[config.mk]
export PLATFORM = sky130hd
export DESIGN_NAME = shape_read
export DESIGN_NICKNAME = d
export VERILOG_FILES = /design/src/rtl/shape_read.sv
export SDC_FILE = /design/constraint.sdc
export NUM_CORES = 1
export LEC_CHECK = 0
export CELL_PAD_IN_SITES_DETAIL_PLACEMENT = 1
export CELL_PAD_IN_SITES_GLOBAL_PLACEMENT = 1
export CORE_ASPECT_RATIO = 0.8
export CORE_MARGIN = 5
export CORE_UTILIZATION = 36
export CTS_BUF_LIST = sky130_fd_sc_hd__clkbuf_4 sky130_fd_sc_hd__clkbuf_8
export DETAILED_ROUTE_END_ITERATION = 8
export HOLD_SLACK_MARGIN = 0.12
export PLACE_DENSITY_LB_ADDON = 0.1
export SETUP_SLACK_MARGIN = 0.3
export SKIP_CTS_REPAIR_TIMING = 1
export SYNTH_ARGS = -nofsm -noshare
export SYNTH_HDL_FRONTEND = slang
export SYNTH_SLANG_ARGS = --single-unit
[constraint.sdc]
create_clock -name clk -period 2.4 [get_ports clk]
set_clock_uncertainty 0.2 [all_clocks]
set_input_delay 0.36 -clock clk [delete_from_list [all_inputs] [get_ports clk]]
set_output_delay 0.36 -clock clk [all_outputs]
set_load 0.05 [all_outputs]
[src/rtl/shape_read.sv]
// shape_read: fetches one five-word shape record (ty, x, y, size, rotate)
// from shape RAM and presents the fields as registered outputs.
// Handshake: trigger is a request that is accepted only in IDLE (including the
// done cycle). There is no back-pressure: a trigger seen while busy is dropped.
// done is a one-cycle strobe marking the cycle in which the new fields appear.
module shape_read #(
  parameter int DATAB  = 3,
  parameter int CORDW  = 10,
  parameter int ADDRW  = 20,
  parameter int DATAW  = 12,
  parameter int NUMW   = DATAW,
  parameter int RD_LAT = 1
) (
  input  logic             clk,
  input  logic             rst,
  input  logic [NUMW-1:0]  id,
  input  logic             trigger,
  input  logic [ADDRW-1:0] ram_address_offset,
  output logic [ADDRW-1:0] ram_address,
  output logic             ram_rd_enable,
  input  logic [DATAW-1:0] ram_data,
  output logic             busy,
  output logic             done,
  output logic [DATAW-1:0] ty,
  output logic [CORDW-1:0] x,
  output logic [CORDW-1:0] y,
  output logic [DATAW-1:0] size,
  output logic [DATAW-1:0] rotate,
  output logic [1:0]       state_dbg
);

  typedef enum logic [1:0] {IDLE = 2'd0, ISSUE = 2'd1, DRAIN = 2'd2} state_e;

  localparam logic [2:0] LAST_PTR   = 3'd4;
  localparam logic [2:0] LAST_DRAIN = 3'(RD_LAT - 1);

  state_e           state_q;
  logic [2:0]       ptr_q;
  logic [2:0]       drain_q;
  logic [RD_LAT-1:0] pv_q;
  logic [2:0]       pp_q [RD_LAT];

  logic [DATAW-1:0] sh_ty_q, sh_ty_d;
  logic [CORDW-1:0] sh_x_q, sh_x_d;
  logic [CORDW-1:0] sh_y_q, sh_y_d;
  logic [DATAW-1:0] sh_size_q, sh_size_d;
  logic [DATAW-1:0] sh_rot_q, sh_rot_d;

  logic [ADDRW-1:0] base_new;

  // Record base: id scaled by record size plus table offset, wrapping silently.
  assign base_new  = (ADDRW'(id) << DATAB) + ram_address_offset;
  assign state_dbg = state_q;

  // Route the word leaving the capture pipeline into its shadow field.
  always_comb begin
    sh_ty_d   = sh_ty_q;
    sh_x_d    = sh_x_q;
    sh_y_d    = sh_y_q;
    sh_size_d = sh_size_q;
    sh_rot_d  = sh_rot_q;
    if (pv_q[RD_LAT-1]) begin
      case (pp_q[RD_LAT-1])
        3'd0:    sh_ty_d   = ram_data;
        3'd1:    sh_x_d    = ram_data[CORDW-1:0];
        3'd2:    sh_y_d    = ram_data[CORDW-1:0];
        3'd3:    sh_size_d = ram_data;
        3'd4:    sh_rot_d  = ram_data;
        default: ;
      endcase
    end
  end

  // Capture pipeline: delays {valid, ptr} by RD_LAT to line up with ram_data.
  always_ff @(posedge clk) begin
    if (rst) begin
      pv_q <= '0;
      for (int i = 0; i < RD_LAT; i++) pp_q[i] <= '0;
      sh_ty_q   <= '0;
      sh_x_q    <= '0;
      sh_y_q    <= '0;
      sh_size_q <= '0;
      sh_rot_q  <= '0;
    end else begin
      pv_q[0] <= ram_rd_enable;
      pp_q[0] <= ptr_q;
      for (int i = 1; i < RD_LAT; i++) begin
        pv_q[i] <= pv_q[i-1];
        pp_q[i] <= pp_q[i-1];
      end
      sh_ty_q   <= sh_ty_d;
      sh_x_q    <= sh_x_d;
      sh_y_q    <= sh_y_d;
      sh_size_q <= sh_size_d;
      sh_rot_q  <= sh_rot_d;
    end
  end

  // Control FSM: issue five addresses, wait out the read latency, then publish.
  always_ff @(posedge clk) begin
    if (rst) begin
      state_q       <= IDLE;
      ptr_q         <= '0;
      drain_q       <= '0;
      ram_address   <= '0;
      ram_rd_enable <= 1'b0;
      busy          <= 1'b0;
      done          <= 1'b0;
      ty            <= '0;
      x             <= '0;
      y             <= '0;
      size          <= '0;
      rotate        <= '0;
    end else begin
      done <= 1'b0;
      case (state_q)
        IDLE: begin
          if (trigger) begin
            ram_address   <= base_new;
            ram_rd_enable <= 1'b1;
            busy          <= 1'b1;
            ptr_q         <= '0;
            state_q       <= ISSUE;
          end
        end
        ISSUE: begin
          if (ptr_q == LAST_PTR) begin
            ram_rd_enable <= 1'b0;
            drain_q       <= '0;
            state_q       <= DRAIN;
          end else begin
            ptr_q       <= ptr_q + 3'd1;
            ram_address <= ram_address + ADDRW'(1);
          end
        end
        DRAIN: begin
          if (drain_q == LAST_DRAIN) begin
            // The last word lands in the shadow on this same edge, so publish
            // from the shadow's next value.
            ty      <= sh_ty_d;
            x       <= sh_x_d;
            y       <= sh_y_d;
            size    <= sh_size_d;
            rotate  <= sh_rot_d;
            done    <= 1'b1;
            busy    <= 1'b0;
            state_q <= IDLE;
          end else begin
            drain_q <= drain_q + 3'd1;
          end
        end
        default: state_q <= IDLE;
      endcase
    end
  end

endmodule
==> results of run 1 <==
area by class of cell:
type	count	area [sq um]	share of cell area
multi-input cells	486	3426	0.3778
flip-flops and latches	147	2962	0.3266
clock inverters	14	141.4	0.01559
clock buffers	18	247.7	0.02732
well taps	225	281.5	0.03104
inverters	7	26.28	0.002897
repair buffers	180	1984	0.2188
cells by family after synthesis:
group           Yosys count
simple gates            243
compound gates          152
flops                   147
mux                      56
buf+inv                  53
fa+ha+maj                18
xor+xnor                 17
registers in the layout, summed over array words and instances (netlist names):
name / count
busy: 1
done: 1
drain_q: 3
pp_q: 3
ptr_q: 3
pv_q: 1
ram_address: 20
ram_rd_enable: 1
rotate: 12
sh_rot_q: 12
sh_size_q: 12
sh_ty_q: 12
sh_x_q: 10
sh_y_q: 10
size: 12
state_dbg: 2
ty: 12
x: 10
y: 10
through the flow:
| stage | setup TNS [ns] | cells | setup WS (ns) |
|---|---|---|---|
| CTS | -0.01925 | 1066 | -0.01224 |
| global placement | -2.752 | 1034 | -0.2993 |
| finish | 0 | 1077 | 0.2629 |
| floorplan | 0 | 686 | 0.3018 |
| detailed placement | -3.932 | 1034 | -0.3681 |
| global route | 0 | 1077 | 0.1255 |
worst paths after layout:
kind / to / slack (ns)
setup / recovery: ram_address[12] / 0.26
hold / removal: sh_x_q[8] / 0.23
setup reg to reg: ty[7] / 0.31
hold reg to reg: ptr_q[1] / 0.29
report_power, final:
| part | switching, mW | leakage [nW] | internal, mW |
|---|---|---|---|
| registers | 0.0846 | 1.19 | 2.50 |
| clock network | 1.04 | 0.192 | 0.882 |
| logic | 0.526 | 3.23 | 0.400 |
worst max-delay path, cell delays in order:
cell and delay [ns]:
clkdlybuf4s50_1 0.40, ha_1 0.34, a21oi_1 0.23, o211a_1 0.24
buf_4 0.12, o21bai_1 0.08, xor2_1 0.19, a211oi_2 0.22
nor3_2 0.07
placed cells by master (no fill, tap or decap), drive strengths merged, types with 3 or more instances in the layout:
master / count
nor2: 140
nand4: 10
a31oi: 6
clkbuf: 18
ha: 17
or3: 3
a211oi: 66
and2: 4
dlymetal6s2s: 91
nand3: 11
a21oi: 24
o211ai: 3
nand2: 30
and3: 4
xnor2: 8
mux2i: 56
inv: 16
nor2b: 5
o22ai: 5
clkdlybuf4s50: 35
a21o: 5
dfxtp: 147
nor3: 19
a2111oi: 3
o21ai: 24
buf: 54
xor2: 9
clkinvlp: 3
per-layer routing:
layer | vias up | share of wire | wire (microns)
met5 | - | 0 | 0
met2 | 123 | 0.47 | 9403
met3 | 21 | 0.046 | 918
li1 | 2762 | - | -
met1 | 2734 | 0.47 | 9388
met4 | 0 | 0.014 | 277
==> load_flow_metrics.sql, run 1 <==
INSERT INTO impl_metrics (metric_group, metric, value, unit) VALUES
('global_routing', 'global_route_wire_length_before_repair', '30.88', 'mm'),
('synth', 'synth_adder_area_share', '0.03704', ''),
('pwr', 'vdd_ir_drop_max', '0.0003132', 'V'),
('global_routing', 'grtUsageTotal', '0.1936', ''),
('route', 'detail_route.drc_violations', '0', ''),
('synth', 'synth_area_per_cell', '9.158', 'sq um'),
('route', 'postRouteWirelength', '19.99', 'mm'),
('synth', 'ys_types', '59', ''),
('synth', 'top_flip_flop_cell_by_instance_count_after_synthesis', 'dfxtp_1', ''),
('synth', 'synth_top_cell_area_share', '0.4684', ''),
('timing', 'finalHoldWorstSlack', '0.2313', 'ns'),
('synth', 'synth.ff_latch_count', '147', ''),
('finish', 'num-fill-cells', '1937', ''),
('route', 'first_iter_violations', '292', ''),
('route', 'antenna_violating_nets_post_route', '0', ''),
('die', 'initial_utilization', '0.3649', ''),
('run_status', 'outcome', 'finished, final reports clean', ''),
('route', 'viasPerCell', '5.237', ''),
('placed_design', 'numPortBuffers', '127', ''),
('setup_path', 'worstSetupEndpointType', 'flop', ''),
('setup_path', 'timing.critical_path.required', '2.50', 'ns'),
('synth', 'synthXorXnorAreaFrac', '0.02370', ''),
('clock_tree', 'clockRootBuffer', 'clkbuf_8', ''),
('finish', 'flow.area_growth_from_synthesis', '44.35', '%'),
('finish', 'insertedDiodeCount', '0', ''),
('synth', 'synth_area', '6282', 'sq um'),
('synth', 'synth_simple_gate_area_frac', '0.1806', ''),
('synth', 'post_synthesis_instance_total', '686', ''),
('timing', 'min_period_over_period', '0.8905', ''),
('global_routing', 'via_count_of_the_first_global_routing_pass', '5747', ''),
('global_routing', 'global_route.peak_usage_layer', 'met2', ''),
('pwr', 'power.density', '599.1', 'nW/um^2'),
('clock_tree', 'htree_levels', '4', ''),
('global_routing', 'antenna_found_initial', '0', ''),
('setup_path', 'maximum_fanout_along_the_worst_path', '4', ''),
('synth', 'synth.top_cells.by_area', 'dfxtp_1 47%, mux2i_1 8.9%, nor2_1 8.3%, a211oi_1 7.9%, ha_1 3.4%', ''),
('timing', 'grt_setup_unrepaired', 'true', ''),
('timing', 'setup_viol', '0', ''),
('clock_tree', 'clock_tree_from_tritoncts', 'yes', ''),
('worst_hold_path', 'min_path_cells', '2', ''),
('global_routing', 'global_route.usage.met3', '0.04050', ''),
('synth', 'synth-compound-area-share', '0.1659', ''),
('synth', 'synth_async_sr_flop_share', '0', ''),
('synth', 'synth-seq-area-share', '0.4684', ''),
('synth', 'main_combinational_cell_family_by_area_after_synthesis', 'simple AND/OR/NAND/NOR gates', ''),
('global_routing', 'gr-usage-met2', '0.3032', ''),
('clock_tree', 'cts_made_buffers', '17', ''),
('global_routing', 'grt_start_max_net_pins', '61', ''),
('die', 'die_width', '157.7', 'microns'),
('synth', 'ys_top_cells_by_count', '147 x dfxtp_1, 139 x nor2_1, 66 x a211oi_1', ''),
('global_routing', 'groute.layer.met1.usage', '0.2689', ''),
('pwr', 'total_power', '5.433', 'mW'),
('timing', 'timing.slew.headroom', '0.5649', ''),
('setup_path', 'rr_worst_depth', '7', ''),
('timing', 'fmax', '467.9', 'MHz'),
('timing', 'timing.final.hold_violations', '0', ''),
('route', 'vias', '5640', ''),
('clock_tree', 'clk_path_buf_depth', '2', ''),
('setup_path', 'worstSetupPathType', 'in -> reg', ''),
('finish', 'final_nets', '904', ''),
('clock_tree', 'worst_skew_pair.late_latency', '0.45', 'ns'),
('clock_tree', 'clk_pin_slew', '0.08', 'ns'),
('global_routing', 'grt_overflow', '0', ''),
('synth', 'synth_edf_count', '0', ''),
('worst_hold_path', 'hold_start', 'rst', ''),
('die', 'pin_count', '128', ''),
('timing', 'final_max_slew_viol_count', '0', ''),
('synth', 'synth_fp_nets', '751', ''),
('finish', 'share_of_the_core_filled_with_cells', '0.5267', ''),
('synth', 'synth_top_cell_by_area', 'dfxtp_1', ''),
('finish', 'final_area', '9069', 'sq um');
(Power assumes the default switching activity.)
==> inputs of run 2 (changes only) <==
ABC_CLOCK_PERIOD_IN_PS = 2400   (was default)
==> results of run 2 <==
Final layout, timing and power as in run 1 (identical DEF).
==> inputs of run 3 (changes only) <==
CELL_PAD_IN_SITES_DETAIL_PLACEMENT = default   (was 1)
CELL_PAD_IN_SITES_GLOBAL_PLACEMENT = default   (was 1)
CORE_MARGIN = default   (was 5)
CORE_UTILIZATION = 48   (was 36)
PLACE_DENSITY = 0.78   (was default)
PLACE_DENSITY_LB_ADDON = default   (was 0.1)
==> load_flow_metrics.sql, run 3 (synthesis gave the netlist of run 1 again) <==
INSERT INTO impl_metrics (metric_group, metric, value, unit) VALUES
('setup_path', 'worstSetupEndpointType', 'primary output', ''),
('timing', 'fmax', '482.5', 'MHz'),
('global_routing', 'grt_overflow', '0', ''),
('setup_path', 'path_delay_family', 'flip-flops', ''),
('die', 'core_area', '12480', 'sq um'),
('finish', 'insertedDiodeCount', '0', ''),
('global_routing', 'via_count_of_the_first_global_routing_pass', '5268', ''),
('global_routing', 'antenna_found_initial', '0', ''),
('global_routing', 'grt_start_max_net_pins', '83', ''),
('pwr', 'power.density', '592.9', 'nW/um^2'),
('setup_path', 'timing.critical_path.arrival', '1.51', 'ns'),
('setup_path', 'crit_path_top_delay_cell', 'dfxtp_1', ''),
('timing', 'final_max_slew_viol_count', '0', ''),
('die', 'pin_count', '128', ''),
('pwr', 'power.static_leakage', '4.478', 'nW'),
('route', 'post_drt_wl_per_cell', '16.41', 'microns'),
('finish', 'largest_reg_flops', '20', ''),
('finish', 'total_area_of_multi_input_combinational_cells', '3316', 'sq um'),
('finish', 'final_common_cell', 'nor2_1', ''),
('clock_tree', 'htree_levels', '4', ''),
('finish', 'final_layout_size_suffix_gt1_frac', '0.1556', ''),
('placed_design', 'numPortBuffers', '127', ''),
('finish', 'flow.area_growth_from_synthesis', '38.96', '%'),
('clock_tree', 'worst_skew_pair.late_latency', '0.43', 'ns'),
('run_status', 'outcome', 'finished, final reports clean', ''),
('placed_design', 'dpl_worst_slack', '-0.3306', 'ns'),
('timing', 'setup_tns', '0', 'ns'),
('die', 'initial_utilization', '0.5035', ''),
('timing', 'timing.slew.headroom', '0.6211', ''),
('setup_path', 'max_stage_delay', '0.60', 'ns'),
('die', 'dieArea', '13550', 'sq um'),
('route', 'vias', '5642', ''),
('timing', 'grt_setup_unrepaired', 'true', ''),
('setup_path', 'worstSetupPathType', 'reg -> out', ''),
('worst_hold_path', 'hold_path_class', 'in -> reg', ''),
('setup_path', 'timing.critical_path.required', '1.84', 'ns'),
('die', 'fp.dieH', '104.3', 'microns'),
('route', 'detail_route.drc_violations', '0', ''),
('route', 'viasPerCell', '5.570', ''),
('setup_path', 'crit_chain', 'dlymetal6s2s_1', ''),
('timing', 'timing.final.hold_violations', '0', ''),
('setup_path', 'critPathLaunchType', 'flop', ''),
('global_routing', 'grtUsageTotal', '0.2435', ''),
('finish', 'registers.top_by_ff_count', 'ram_address', ''),
('clock_tree', 'cts_made_buffers', '17', ''),
('die', 'die_width', '129.9', 'microns'),
('pwr', 'vdd_ir_drop_max', '0.0004172', 'V'),
('timing', 'min_period_over_period', '0.8636', ''),
('clock_tree', 'clockRootBuffer', 'clkbuf_8', ''),
('pwr', 'total_power', '5.176', 'mW'),
('finish', 'final_nets', '894', ''),
('setup_path', 'maximum_fanout_along_the_worst_path', '9', ''),
('finish', 'regArea', '2963', 'sq um'),
('timing', 'fin_crit', '2.073', 'ns'),
('placed_design', 'gp_routability_congestion', '0.8717', ''),
('flow_run', 'maxCapViolations', '0', ''),
('die', 'placement_rows', '36', ''),
('placed_design', 'detailedPlacementHpwl', '11.39', 'mm'),
('finish', 'commonest_cells_after_routing_fill_and_taps_aside', '137 x nor2_1, 135 x dfxtp_1, 85 x dlymetal6s2s_1', ''),
('timing', 'setup_viol', '0', ''),
('clock_tree', 'tritoncts_num_sinks', '147', ''),
('route', 'postRouteWirelength', '16.63', 'mm'),
('setup_path', 'cp.buffers_inverters', '1', ''),
('timing', 'slew_at_the_pin_closest_to_its_max_slew_limit', '0.5674', 'ns'),
('timing', 'post-route-worst-setup-slack', '0.3273', 'ns'),
('route', 'drt_pass1_iterations', '5', ''),
('route', 'antenna_violating_nets_post_route', '0', ''),
('finish', 'share_of_the_core_filled_with_cells', '0.6997', ''),
('route', 'first_iter_violations', '389', ''),
('clock_tree', 'clock_tree_from_tritoncts', 'yes', ''),
('clock_tree', 'clk_path_buf_depth', '2', ''),
('finish', 'num-fill-cells', '923', ''),
('global_routing', 'global_route_wire_length_before_repair', '26.12', 'mm'),
('clock_tree', 'clk_pin_slew', '0.08', 'ns');
-- run 3: per-layer routing --
| metal | up-vias | routed length [microns] | GRT usage |
|---|---|---|---|
| met5 | - | 0 | 0 |
| met4 | 0 | 97 | 0.06894 |
| met3 | 8 | 834 | 0.05761 |
| met2 | 171 | 7990 | 0.3816 |
| met1 | 2707 | 7705 | 0.3314 |
| li1 | 2756 | - | - |
-- run 3: cell type report --
type / instances / share of cell area
multi-input cells: 487 / 0.3798
flip-flops and latches: 147 / 0.3394
repair buffers: 169 / 0.2120
clock buffers: 18 / 0.02766
well taps: 171 / 0.02451
clock inverters: 14 / 0.01362
inverters: 7 / 0.003010
-- run 3: report_power, final --
group | leakage, nW | internal [mW] | switching, mW
sequential | 1.20 | 2.50 | 0.0798
clock | 0.169 | 0.757 | 1.00
combinational | 3.11 | 0.354 | 0.488
total | 4.48 | 3.61 | 1.57
-- run 3: worst register-to-register path, stage by stage (launching register included) --
cell and delay [ns]:
dfxtp_2 0.35, inv_1 0.06, ha_2 0.18, and3_4 0.19
or3_4 0.36, buf_8 0.16, or3_4 0.38, o22ai_1 0.11
-- run 3: metrics by stage --
step                      instances  hold WS, ns  cell area, sq um
final                          1013       0.1818              8730
after global routing           1013       0.1962              8730
after CTS                      1002       0.1422              8283
after detailed placement        970       0.2632              7923
after global placement          970       0.2567              7923
after floorplan                 686       0.2486              6321
-- run 3: path summary, 6_finish.rpt --
kind | from | to | slack, ns | cells past startpoint
max | state_dbg[1] | state_dbg[1] | 0.33 | 1
min | rst | state_dbg[0] | 0.18 | 2
max reg2reg | ptr_q[1] | ram_address[13] | 0.35 | 7
min reg2reg | busy | busy | 0.27 | 2
